File: src/rtl/instr_fetch.sv
`default_nettype none
// +--------------------------------------------------------------------+
// | instr_fetch: single-outstanding instruction fetch with redirect,    |
// | flush of in-flight requests and a sticky memory-timeout fault.      |
// | Rev 1.0                                                            |
// +--------------------------------------------------------------------+
module instr_fetch #(
  parameter logic [31:0] RESET_PC     = 32'h0000_0000,
  parameter int unsigned IMEM_TIMEOUT = 16
) (
  input  logic        clk,
  input  logic        rst,
  output logic        imem_req,
  output logic [31:0] imem_addr,
  input  logic        imem_ack,
  input  logic [31:0] imem_rdata,
  input  logic        redirect,
  input  logic [31:0] redirect_pc,
  input  logic        inst_ready,
  output logic        inst_valid,
  output logic [31:0] inst_out,
  output logic [31:0] pc_out,
  output logic        misalign,
  output logic        fetch_fault,
  output logic [31:0] fetch_count
);

  localparam logic [31:0] NOP       = 32'h0000_0013;
  localparam logic [7:0]  WAIT_LAST = 8'(IMEM_TIMEOUT - 1);

  typedef enum logic [2:0] {
    IDLE  = 3'd0,
    FETCH = 3'd1,
    HOLD  = 3'd2,
    FLUSH = 3'd3,
    FAULT = 3'd4
  } state_t;

  state_t      state, state_next;
  logic [31:0] pc, pc_next;
  logic [31:0] target, target_next;
  logic [7:0]  wait_cnt;
  logic [31:0] redirect_aligned;
  logic        take_redirect;
  logic        capture;
  logic        accept;
  logic        timeout;
  logic        wait_inc;
  logic        wait_clr;

  assign redirect_aligned = {redirect_pc[31:2], 2'b00};
  assign imem_addr        = pc;

  always_comb begin
    state_next    = state;
    pc_next       = pc;
    target_next   = target;
    imem_req      = 1'b0;
    take_redirect = 1'b0;
    capture       = 1'b0;
    accept        = 1'b0;
    timeout       = 1'b0;
    wait_inc      = 1'b0;
    wait_clr      = 1'b0;
    case (state)
      IDLE: begin
        state_next = FETCH;
        if (redirect) begin
          take_redirect = 1'b1;
          pc_next       = redirect_aligned;
        end
      end
      FETCH: begin
        imem_req = 1'b1;
        if (imem_ack) begin
          wait_clr = 1'b1;
          if (redirect) begin
            take_redirect = 1'b1;
            pc_next       = redirect_aligned;
          end else begin
            capture    = 1'b1;
            pc_next    = pc + 32'd4;
            state_next = HOLD;
          end
        end else if (wait_cnt == WAIT_LAST) begin
          timeout    = 1'b1;
          state_next = FAULT;
        end else begin
          wait_inc = 1'b1;
          if (redirect) begin
            // The request stays on the bus until acked, so the target waits.
            take_redirect = 1'b1;
            target_next   = redirect_aligned;
            state_next    = FLUSH;
          end
        end
      end
      FLUSH: begin
        imem_req = 1'b1;
        if (imem_ack) begin
          wait_clr   = 1'b1;
          state_next = FETCH;
          pc_next    = target;
          if (redirect) begin
            take_redirect = 1'b1;
            pc_next       = redirect_aligned;
          end
        end else if (wait_cnt == WAIT_LAST) begin
          timeout    = 1'b1;
          state_next = FAULT;
        end else begin
          wait_inc = 1'b1;
          if (redirect) begin
            take_redirect = 1'b1;
            target_next   = redirect_aligned;
          end
        end
      end
      HOLD: begin
        if (redirect) begin
          take_redirect = 1'b1;
          pc_next       = redirect_aligned;
          state_next    = FETCH;
        end else if (inst_ready) begin
          accept     = 1'b1;
          state_next = FETCH;
        end
      end
      FAULT: state_next = FAULT;
      default: state_next = IDLE;
    endcase
  end

  always_ff @(posedge clk) begin
    if (rst) begin
      state       <= IDLE;
      pc          <= RESET_PC;
      target      <= 32'h0000_0000;
      wait_cnt    <= 8'd0;
      inst_valid  <= 1'b0;
      inst_out    <= NOP;
      pc_out      <= 32'h0000_0000;
      misalign    <= 1'b0;
      fetch_fault <= 1'b0;
      fetch_count <= 32'h0000_0000;
    end else begin
      state    <= state_next;
      pc       <= pc_next;
      target   <= target_next;
      misalign <= take_redirect && (redirect_pc[1:0] != 2'b00);
      if (wait_clr) begin
        wait_cnt <= 8'd0;
      end else if (wait_inc) begin
        wait_cnt <= wait_cnt + 8'd1;
      end
      if (timeout) begin
        fetch_fault <= 1'b1;
      end
      if (capture) begin
        inst_out   <= imem_rdata;
        pc_out     <= pc;
        inst_valid <= 1'b1;
      end else if (accept || take_redirect) begin
        inst_valid <= 1'b0;
      end
      if (accept) begin
        fetch_count <= fetch_count + 32'd1;
      end
    end
  end

endmodule
`default_nettype wire

File: config.mk
export PLATFORM = sky130hd
export DESIGN_NAME = instr_fetch
export DESIGN_NICKNAME = d
export VERILOG_FILES = /design/src/rtl/instr_fetch.sv
export SDC_FILE = /design/constraint.sdc
export NUM_CORES = 1
export LEC_CHECK = 0
export ABC_AREA = 1
export BUFFER_PORTS_ARGS = -buffer_cell sky130_fd_sc_hd__buf_2
export CORE_MARGIN = 3
export CORE_UTILIZATION = 49
export CTS_BUF_LIST = sky130_fd_sc_hd__clkbuf_16
export DETAILED_ROUTE_END_ITERATION = 10
export MAX_ROUTING_LAYER = met4
export PLACE_DENSITY = 0.77
export SYNTH_ARGS = -nofsm -noshare
export SYNTH_HDL_FRONTEND = slang
export SYNTH_SLANG_ARGS = --single-unit
File: constraint.sdc
create_clock -name clk -period 1.7 [get_ports clk]
set_clock_uncertainty 0.1 [all_clocks]
set_input_delay 0.255 -clock clk [delete_from_list [all_inputs] [get_ports clk]]
set_output_delay 0.255 -clock clk [all_outputs]
set_load 0.05 [all_outputs]
==> results.tsv <==
stage	metric	value	unit
clocking	Clock Latency Late Sink	430	ps
finish	fill count	1217	
grt	initial antenna violation count	0	
grt	first-pass GRT wire length	46.1	mm
finish	share of cells above drive strength 1	35.8	%
clocking	Clock transition at path regs	70	ps
placement	buffers added on ports	200	
setup_path	CP top delay family	simple AND/OR/NAND/NOR gates	
clocking	clock root buffer	clkbuf_16	
finish	Sequential Area	3570	um^2
clocking	CTS Buffer Depth	2	
route	Total Wirelength	33.9	mm
logic_synthesis	Syn Inst Count	1293	
finish	final core utilization	74.9	%
placement	RePlAce Congestion	0.947	
sta	measured slew at the worst slew-check pin	435	ps
logic_synthesis	syn nets	1365	
logic_synthesis	top-count cell post-synth	nand2_1	
hold_path	Hold WC Path Type	primary input to flip-flop	
sta	PnR worst setup slack	-125	ps
logic_synthesis	main flop type after synthesis	dfxtp_1	
die	Die Wd	139	um
sta	period utilization	107	%
setup_path	Worst Path Required	1930	ps
logic_synthesis	top post-synthesis cells by area	dfxtp_1 40%, nand2_1 15%, o21ai_0 8.9%, nor2_1 8.4%, a21oi_1 4.2%	
finish	Cell Count, Final, Fillers Out	1854	
clocking	CTS Buf Count	17	
route	DRC Markers	0	
route	vias per cell	5.77	
sta	# setup viols final	75	
logic_synthesis	#FFs+latches synth	174	
power_and_ir_drop	pwr/cell area	958	nW/um^2
logic_synthesis	Yosys top cell area share	40.1	%
setup_path	Setup CP Type	flip-flop to flip-flop	
setup_path	ordered cell list for the critical path	buf_4 > nor2_4 > nand2_4 > nor3_4 > buf_6 > clkinv_8 > buf_6 > nor2_1 > nor2_1	
sta	Hold Fails Final Rpt	0	
clocking	H-Tree Depth	4	
die	total core area	17300	um^2
finish	Layout area overhead	49.3	%
sta	fmax	548	MHz
setup_path	buffers plus inverters on the worst setup path	4	
placement	Placed Cells	1755	
finish	antenna diode count	0	
die	Initial Util	50.2	%
die	Die Area	19300	um^2
route	Final ANT Viol Nets	0	
grt	largest net degree at the start of global routing	63	
logic_synthesis	share of the yosys chip area belonging to registers	40.1	%
placement	pre-CTS WS	-63.0	ps
power_and_ir_drop	VDD IR-drop max	836	uV
logic_synthesis	asr flop ratio synth	0	%
setup_path	arrival time at the worst endpoint	2060	ps
logic_synthesis	Ys Warns	0	
sta	RSZ-0062 raised after global routing	true	
job	maximum capacitance violations	0	
die	# IOs	201	
route	first-pass detailed-route iteration total	5	
route	Starting DRT DRC Count	984	
logic_synthesis	Post-synth EDFFs	0	
outcome	failing checks	setup timing	
logic_synthesis	Avg Inst Size Synth	6.71	um^2
finish	Net count, final	1688	
route	WL/cell	18.3	um
placement	DP HPWL	20.1	mm
sta	Max Slew Vio Count	0	
clocking	clk sink count	174	
sta	hold_ws	11.2	ps
setup_path	Critical Path Sink Type	flip-flop	
setup_path	crit start category	flip-flop	
sta	min cycle time layout	1820	ps
logic_synthesis	post-synth cell types	39	
setup_path	Max stage delay on crit path	310	ps
power_and_ir_drop	leak pwr	5.77	nW
clocking	TritonCTS clock tree	built	
finish	Multi-input gate area	5260	um^2
logic_synthesis	Post-Syn Area	8680	um^2
grt	GRT overflow	0	
grt	Global Route Usage Sum	29.6	%
die	chip height	139	um
die	num rows	48	
logic_synthesis	dominant cell type by area after synthesis	dfxtp_1	
sta	Max-slew headroom	70.8	%
logic_synthesis	synth cell count leaders	345 x nand2_1, 195 x nor2_1, 174 x dfxtp_1	
grt	number of global-route vias before repair	9221	
outcome	status	finished with violations	
setup_path	critical path's slowest cell	dfxtp_1	
route	vias	10700	
setup_path	worst-path maximum fanout	9	
[state kept, by name, summed over array words and instances, names as in the netlist]
signal and cells:
wait_cnt 8, imem_addr 32, fetch_count 32, fetch_fault 1
state 3, inst_out 32, inst_valid 1, pc_out 32
misalign 1, target 32
[path summary, 6_finish.rpt]
kind	start	to	slack, ps	depth (start not counted)
max	state[2]	inst_out[20]	-120	9
max reg2reg	state[2]	inst_out[20]	-120	9
min reg2reg	fetch_fault	fetch_fault	350	2
min	redirect_pc[26]	imem_addr[26]	10	3
[layer usage]
metal	part of all wire [%]	GRT usage, %	up-vias
li1	-	-	4938
met1	38	36.3	4957
met2	48	47.8	653
met3	8.6	5.14	158
met4	5.0	13.6	0
met5	0	-	-
[tightest hold or removal path, stage by stage]
cell	delay [ps]
buf_2	100
a221oi_2	50
a21oi_1	100
[layout by cell type (no fill, tap or decap), types with 19 or more instances in the layout]
cell type	n
inv_1	85
nor2_1	134
nor2_2	34
nor2_4	34
buf_4	88
a31oi_1	35
dfxtp_2	37
buf_2	199
a21oi_1	64
a221oi_2	19
o21ai_0	110
dlygate4sd3_1	32
nand2_1	332
dfxtp_1	125
clkbuf_16	32
o21ai_1	28
nand3_1	47
[final cells by class]
cell class / count / area share (%)
multi-input combinational: 959 / 40.6
sequential: 174 / 27.6
timing repair buffer: 369 / 22.6
clock buffer: 17 / 3.28
inverter: 95 / 2.97
tap: 225 / 2.17
clock inverter: 15 / 0.859
[through the flow]
step	area [um^2]	power, mW	setup TNS (ps)
after floorplan	8790	6.83	-3410
after detailed placement	10700	7.99	-885
after CTS	11700	11.7	-880
final	13000	12.4	-2910
after global routing	13000	12.8	-8400
after global placement	10700	7.94	-0.700
[timing repair]
item,4_1_cts,5_1_grt
setup buffers,1,12
hold endpoints to repair,32,0
cloned,1,22
resized for setup,31,225
setup endpoints to repair,69,152
pin swaps,5,44
hold buffers,32,0
[cell families after synthesis]
logic type / count (synthesis) / synth area share, %
and+or+nand+nor: 639 / 29.8
AOI/OAI and AO/OA: 298 / 20.1
DFF: 174 / 40.1
buffers and inverters: 160 / 7.64
xor gates and xnor gates: 19 / 1.92
adders and majority gates: 3 / 0.433
[report_power, final]
group / leakage [nW] / total (mW) / internal, mW / switching [mW]
clock: 0.259 / 3.67 / 1.89 / 1.78
combinational: 4.07 / 4.01 / 1.39 / 2.62
sequential: 1.44 / 4.74 / 4.44 / 0.306
(Power assumes the default switching activity.)
